## src/rtl/alu_multicycle.sv

```systemverilog
// Multi-cycle ALU for the execute stage. Operands and a 4-bit operation
// code arrive over a valid/ready handshake. Logic, arithmetic and compare
// ops finish on the accept edge. Shifts move one bit per cycle. The result
// and flag are held until the downstream stage takes them.
module alu_multicycle #(
  parameter int DATA_WIDTH = 32,
  parameter int SHAMT_W    = $clog2(DATA_WIDTH)
) (
  input  logic                  clk,
  input  logic                  reset,
  input  logic                  flush,
  input  logic                  in_valid,
  output logic                  in_ready,
  input  logic [3:0]            operation,
  input  logic [DATA_WIDTH-1:0] src_a,
  input  logic [DATA_WIDTH-1:0] src_b,
  output logic                  out_valid,
  input  logic                  out_ready,
  output logic [DATA_WIDTH-1:0] result,
  output logic                  flag
);

  typedef enum logic [1:0] {
    IDLE  = 2'd0,
    SHIFT = 2'd1,
    DONE  = 2'd2
  } state_t;

  typedef enum logic [3:0] {
    OP_AND = 4'b0000,
    OP_OR  = 4'b0001,
    OP_ADD = 4'b0010,
    OP_SUB = 4'b0011,
    OP_XOR = 4'b0100,
    OP_SLL = 4'b0101,
    OP_SRL = 4'b0110,
    OP_SRA = 4'b0111,
    OP_EQ  = 4'b1000,
    OP_NE  = 4'b1001,
    OP_LT  = 4'b1010,
    OP_GE  = 4'b1011
  } op_t;

  state_t                 state, next_state;
  logic [3:0]             op_q;
  logic [DATA_WIDTH-1:0]  acc;
  logic [SHAMT_W-1:0]     cnt;

  logic [SHAMT_W-1:0]     shamt;
  logic                   in_is_shift;
  logic                   start_shift;
  logic [DATA_WIDTH-1:0]  imm_result;
  logic                   imm_flag;
  logic                   cond;
  logic                   is_cmp;
  logic [DATA_WIDTH-1:0]  acc_next;

  assign shamt       = src_b[SHAMT_W-1:0];
  assign in_is_shift = (operation == OP_SLL) || (operation == OP_SRL) ||
                       (operation == OP_SRA);
  assign start_shift = in_is_shift && (shamt != '0);

  assign in_ready  = (state == IDLE);
  assign out_valid = (state == DONE);

  // Single-cycle result for everything that does not need the shifter;
  // a zero-distance shift passes src_a through unchanged.
  always_comb begin
    imm_result = '0;
    cond       = 1'b0;
    is_cmp     = 1'b0;
    case (operation)
      OP_AND: imm_result = src_a & src_b;
      OP_OR:  imm_result = src_a | src_b;
      OP_ADD: imm_result = src_a + src_b;
      OP_SUB: imm_result = src_a - src_b;
      OP_XOR: imm_result = src_a ^ src_b;
      OP_SLL, OP_SRL, OP_SRA: imm_result = src_a;
      OP_EQ: begin
        is_cmp = 1'b1;
        cond   = (src_a == src_b);
      end
      OP_NE: begin
        is_cmp = 1'b1;
        cond   = (src_a != src_b);
      end
      OP_LT: begin
        is_cmp = 1'b1;
        cond   = ($signed(src_a) < $signed(src_b));
      end
      OP_GE: begin
        is_cmp = 1'b1;
        cond   = ($signed(src_a) >= $signed(src_b));
      end
      default: imm_result = '0;
    endcase
    if (is_cmp) begin
      imm_result = DATA_WIDTH'(cond);
      imm_flag   = cond;
    end else if (operation[3]) begin
      imm_flag   = 1'b0;
    end else begin
      imm_flag   = (imm_result == '0);
    end
  end

  // One-bit shift step of the accumulator for the latched shift op.
  always_comb begin
    acc_next = acc;
    case (op_q)
      OP_SLL:  acc_next = {acc[DATA_WIDTH-2:0], 1'b0};
      OP_SRL:  acc_next = {1'b0, acc[DATA_WIDTH-1:1]};
      OP_SRA:  acc_next = {acc[DATA_WIDTH-1], acc[DATA_WIDTH-1:1]};
      default: acc_next = acc;
    endcase
  end

  // State register.
  always_ff @(posedge clk) begin
    if (reset) state <= IDLE;
    else       state <= next_state;
  end

  // Next-state logic; flush overrides every transition.
  always_comb begin
    next_state = state;
    case (state)
      IDLE: begin
        if (in_valid) next_state = start_shift ? SHIFT : DONE;
      end
      SHIFT: begin
        if (cnt == SHAMT_W'(1)) next_state = DONE;
      end
      DONE: begin
        if (out_ready) next_state = IDLE;
      end
      default: next_state = IDLE;
    endcase
    if (flush) next_state = IDLE;
  end

  // Datapath: latch op and operands on accept, step the shifter, and
  // load result/flag when the op completes. A flush freezes all of it.
  always_ff @(posedge clk) begin
    if (reset) begin
      op_q   <= '0;
      acc    <= '0;
      cnt    <= '0;
      result <= '0;
      flag   <= 1'b0;
    end else if (!flush) begin
      case (state)
        IDLE: begin
          if (in_valid) begin
            op_q <= operation;
            if (start_shift) begin
              acc <= src_a;
              cnt <= shamt;
            end else begin
              result <= imm_result;
              flag   <= imm_flag;
            end
          end
        end
        SHIFT: begin
          acc <= acc_next;
          cnt <= cnt - SHAMT_W'(1);
          if (cnt == SHAMT_W'(1)) begin
            result <= acc_next;
            flag   <= (acc_next == '0);
          end
        end
        default: ;
      endcase
    end
  end

endmodule

```

## config.mk

```make
export PLATFORM = sky130hd
export DESIGN_NAME = alu_multicycle
export DESIGN_NICKNAME = d
export VERILOG_FILES = /design/src/rtl/alu_multicycle.sv
export SDC_FILE = /design/constraint.sdc
export NUM_CORES = 1
export LEC_CHECK = 0
export CORE_AREA = 10 10 145 147
export DETAILED_ROUTE_END_ITERATION = 16
export DIE_AREA = 0 0 155 157
export MAX_ROUTING_LAYER = met4
export PLACE_DENSITY = 0.77
export SYNTH_ARGS = -nofsm -noshare
export SYNTH_HDL_FRONTEND = slang
export SYNTH_SLANG_ARGS = --single-unit
```

## constraint.sdc

```tcl
create_clock -name clk -period 7.6 [get_ports clk]
set_input_delay 1.52 -clock clk [delete_from_list [all_inputs] [get_ports clk]]
set_output_delay 1.52 -clock clk [all_outputs]
set_load 0.03 [all_outputs]
```

# Word level (Yosys, flattened, before mapping)
# Cells that the tools add are included.
[op_classes]
add_sub_neg = 3
n_lt_le_gt_ge = 2
eq_ne = 24
n_mux = 26
bitwise = 4
n_reduce_logical = 16
[ops]
columns = ["operator", "n"]
rows = [
  ["$mux W32", 6],
  ["$pmux W32 S6", 1],
  ["$pmux W32 S2", 2],
  ["$pmux W32 S3", 1],
  ["$logic_not A32 Y1", 2],
  ["$add A32 B32 Y32", 1],
  ["$and A32 B32 Y32", 1],
  ["$eq A32 B32 Y1", 1],
  ["$ge A32 B32 Y1", 1],
  ["$lt A32 B32 Y1", 1],
  ["$ne A32 B32 Y1", 1],
  ["$or A32 B32 Y32", 1],
  ["$sub A32 B32 Y32", 1],
  ["$xor A32 B32 Y32", 1],
  ["$eq A4 B3 Y1 const B", 7],
  ["$eq A4 B4 Y1 const B", 4],
  ["$mux W5", 2],
  ["$pmux W5 S2", 1],
  ["$eq A4 B2 Y1 const B", 2],
  ["$mux W2", 4],
  ["$mux W1", 6],
  ["$ne A2 B2 Y1 const B", 3],
  ["$pmux W2 S3", 1],
  ["$reduce_and A3 Y1", 2],
  ["20 further kinds", 22],
]
[word_totals]
regBits = 76
inputBits = 73
out_inout_bits = 35
elab_cells = 81

# Logic depth before layout (Yosys ltp)
[logic_depth]
word_depth = 9
depth_mapped = 15
ltp_nobuf = 15

# Least setup slack after synthesis
# Ideal clock, no wire load.
[synth_path]
path_type = "input -> register"
startpoint = "input port src_a[18]"
endpoint = "register flag"
setup_ps = 59
arrival_ps = 4277
required_ps = 7541
path_slack_ps = 3263
path_stages = 13
path_buffers = 0
path_cell_list = "inv_1 ha_1 or4_4 or3_1 a211oi_2 a211oi_2 a211oi_2 mux2i_1 or3_1 nor4_1 and4_1 nand4_1 nand2_1"
[synth_between]
elab_chain_len = 8
word_cells_on_any_way = 17
cone_classes = "add/sub: 2; order compare: 2; eq/ne: 2; mux: 7; bitwise: 3; reduce/logical: 1"
[synth_rtl]
columns = ["item", "line", "text"]
rows = [
  ["from (decl)", "15", "input logic [DATA_WIDTH-1:0] src_a,"],
  ["$sub A32 B32 Y32, or another cell as far along", "76", "OP_SUB: imm_result = src_a - src_b;"],
  ["$pmux W32 S6", "72", "case (operation)"],
  ["$logic_not A32 Y1", "103", "imm_flag = (imm_result == '0);"],
  ["$mux W1", "100", "end else if (operation[3]) begin"],
  ["$mux W1 *", "97", "if (is_cmp) begin"],
  ["$mux W1 *", "156", "if (start_shift) begin"],
  ["$mux W1 *", "154", "if (in_valid) begin"],
  ["$pmux W1 S2 *", "152", "case (state)"],
  ["to (signal assigned)", "161", "flag <= imm_flag;"],
  ["to (signal assigned)", "170", "flag <= (acc_next == '0);"],
  ["to (decl)", "20", "output logic flag"],
]
# Mark *: on every way between the ends. The rest lies on a longest branch, timed or not. The select of a mux whose other input is x is not followed.
# A chain may end at the register's enable or synchronous reset.

# Worst setup path after layout
[layout_path]
startpoint = "input port src_a[1]"
endpoint = "register flag"
# Same word-level chain as after synthesis.

==> impl_metrics.csv <==
group,metric,value,unit
critical_path,r2r_end,"flag",
critical_path,critPathMaxFanout,6,
min_path,hold_path_depth,2,
floorplanning,dieHeight,157,um
drt,wl_per_cell,24.8,um
sta,rsz0062_at_grt,"no",
synthesis,yosys_warnings,0,
synthesis,avgSynthCellArea,6.78,um^2
sta,slew_headroom,11.8,%
synthesis,async_flop_share,0,%
synthesis,synth_xor_area_share,1.25,%
layout,layout-drive-gt1-share,4.70,%
clock_network,cts_hold_buf,0,
floorplanning,core,0.0183,mm^2
synthesis,netlist_area,0.00984,mm^2
synthesis,synth-simple-area-share,24.9,%
sta,fin_crit,5.76,ns
critical_path,crit_buf_inv,2,
sta,hold_slack,0.455,ns
sta,worstMarginPinSlew,1.32,ns
pwr,pwr_density_cell,143,mW/mm^2
layout,nNetsFinal,1665,
layout,final_cell_mix,"168 x nor2_1, 153 x a21oi_1, 146 x nand2_1",
clock_network,h-tree-depth,3,
sta,skew,0.0104,ns
run,maxCapViolCount,0,
min_path,hp-start,"result[6]",
pwr,irDropWorstVdd,129,uV
synthesis,synth_seq_cells,76,
sta,setup_tns,0,ns
synthesis,synth-edff-count,0,
layout,antennaDiodeCount,0,
sta,setup_viol,0,
synthesis,netlist.area_leader.share,15.5,%
clock_network,cts_made_buffers,9,
critical_path,path_class,"input port to flop",
synthesis,synth-compound-area-share,35.2,%
floorplanning,io_pins,108,
sta,finalHoldViolations,0,
min_path,hold_end,"result[6]",
clock_network,cts_buffer_depth,2,
critical_path,path_cells,"clkdlybuf4s50_1 -> inv_1 -> ha_1 -> nor2_1 -> o311ai_1 -> a211oi_2 -> a211oi_2 -> a21oi_1 -> a2111oi_0 -> nor4_1 -> o31ai_1 -> and3b_1 -> nand4_1 -> nand2_1",
drt,drc,0,
sta,max_freq,0.174,GHz
floorplanning,die_w,155,um
critical_path,cpPeakStageDelay,0.67,ns
critical_path,crit_path_top_delay_cell,"a2111oi_0",
drt,drt-total-wl,42800,um
synthesis,synth_area_leaders,"dfxtp_1 15%, ha_1 13%, a21oi_1 7.8%, nor2_1 6.4%, nand2_1 5.6%",
critical_path,cp_common_cell,"a211oi_2",
min_path,hold_path.class,"flop to flop",
floorplanning,floorplan.initialDensity,53.7,%
floorplanning,die_area,0.0243,mm^2
sta,min_period_over_period,75.8,%
synthesis,ys.flop_type,"dfxtp_1",
global_route,grt_overflow,0,
placed_design,placedInstanceArea,0.0110,mm^2
global_route,grt_util_all_layers,34.6,%
clock_network,post-cts-setup-buffer-count,0,
layout,post-route-cell-area,0.0113,mm^2
critical_path,startpoint_type,"input port",
clock_network,clk_latency,0.34,ns
drt,routed_via_density,7.01,
clock_network,ctsResizeCount,0,
clock_network,clock_tree.root_cell,"clkbuf_16",
synthesis,syn_nets,1632,
critical_path,crit_cells,14,
drt,postRouteAntennaNets,0,
global_route,grt_max_degree,74,
placed_design,dp_hpwl,32400,um
critical_path,crit_arrival,6.00,ns
synthesis,muxShareOfSynthArea,1.65,%
drt,routed-via-count,12100,
critical_path,r2r-start,"state[0]",
global_route,grt_pass1_wl,65600,um
drt,drt_iter0_drc,2097,
status,status,"finished, final reports clean",
clock_network,path_clk_slew,0.07,ns
sta,maxSlewViolCount,0,
critical_path,endpoint_kind,"flop",
critical_path,critPathTopFamily,"compound AO/OA/AOI/OAI gates",
synthesis,syn_inst,1452,
critical_path,ff2ff_path_depth,11,
global_route,grt_pass1_vias,11200,
floorplanning,num_rows,50,
drt,dr.pass1.iters,13,
layout,area_growth,15.1,%
synthesis,yosysTopAreaCell,"dfxtp_1",
synthesis,ys_seq_area_share,15.5,%
placed_design,gp_congestion,1.09,
critical_path,critPathRequiredTime,7.84,ns
global_route,antenna_found_initial,0,
synthesis,synth_fa_ha_area_share,13.8,%
layout,final_common_cell,"nor2_1",
placed_design,port_buffers,107,
critical_path,r2r_slack,4.43,ns
synthesis,synth_cell_types,79,
pwr,p_leak,4.48,nW
synthesis,synth_top_family_by_area,"compound AO/OA/AOI/OAI gates",
clock_network,cts_tree,"yes",
clock_network,cts.sinks,76,
-- area by class of cell --
cell class,count,area [um^2]
repair buffers,127,1210
multi-input cells,1175,7590
inverters,96,360
well taps,234,293
flip-flops and latches,76,1520
clock inverters,5,108
fillers,1686,7000
clock buffers,11,243
-- cell families after synthesis --
kind of cell | Yosys count
multiplexers | 16
flip-flops | 76
XOR/XNOR | 14
adder cells (fa/ha/maj) | 107
AND/OR/NAND/NOR | 520
AO/OA/AOI/OAI | 518
buffers and inverters | 201
-- Yosys cell counts, types with 8 or more instances --
cell type	n
a211o_1	11
clkbuf_1	88
a22oi_1	21
nor2b_1	18
o21ai_0	86
buf_1	10
a211oi_1	24
o31ai_1	17
a21o_1	14
a31oi_1	16
nand4_1	19
nor4_1	21
a21oi_1	153
inv_1	94
dfxtp_1	76
o221ai_1	8
a221oi_1	9
o21a_1	10
xnor2_1	12
a222oi_1	25
nor2_1	169
nand2_1	146
nor3_1	40
mux2i_1	14
nand3_1	31
ha_1	105
and2_1	8
nand2b_1	18
o211ai_1	42
-- registers in the layout, indices dropped and copies added, names as in the netlist --
| signal | flops |
|---|---|
| acc | 32 |
| result | 32 |
| cnt | 5 |
| op_q | 4 |
| state | 2 |
| flag | 1 |
-- tightest hold or removal path, cell delays in order (launching register included) --
cell     delay [ns]
dfxtp_1        0.31
nand2_1        0.05
a21oi_1        0.05
-- routing by layer --
metal	vias to the layer above	track usage (%)	wire [um]
li1	5414	-	-
met1	5586	43.2	16700
met2	893	51.4	18400
met3	187	6.44	4780
met4	0	20.1	2920
met5	-	-	0
-- power by group --
| group | internal [W] | switching, W | total, W | leakage, nW |
|---|---|---|---|---|
| clock network | 0.000332 | 0.000175 | 0.000507 | 0.170 |
| registers | 0.000419 | 0.0000169 | 0.000436 | 0.619 |
| logic | 0.000238 | 0.000437 | 0.000675 | 3.69 |
| total | 0.000988 | 0.000629 | 0.00162 | 4.48 |
-- how the worst max path moves through the flow --
stage                    from   end
floorplan           src_a[18]  flag
global placement     src_a[1]  flag
detailed placement   src_a[1]  flag
CTS                  src_a[1]  flag
global route         src_a[1]  flag
finish               src_a[1]  flag
-- stage by stage --
stage / power, W / util, % / std cells / setup slack [ns]
6_report: 0.00162 / 61.8 / 1724 / 1.84
3_5_place_dp: 0.00109 / 59.9 / 1708 / 1.73
4_1_cts: 0.00160 / 61.8 / 1724 / 2.04
5_1_grt: 0.00169 / 61.8 / 1724 / 1.65
3_3_place_gp: 0.00109 / 59.9 / 1708 / 1.76
2_1_floorplan: 0.000856 / - / 1452 / 3.26
Power figures use the tool's default switching activity.
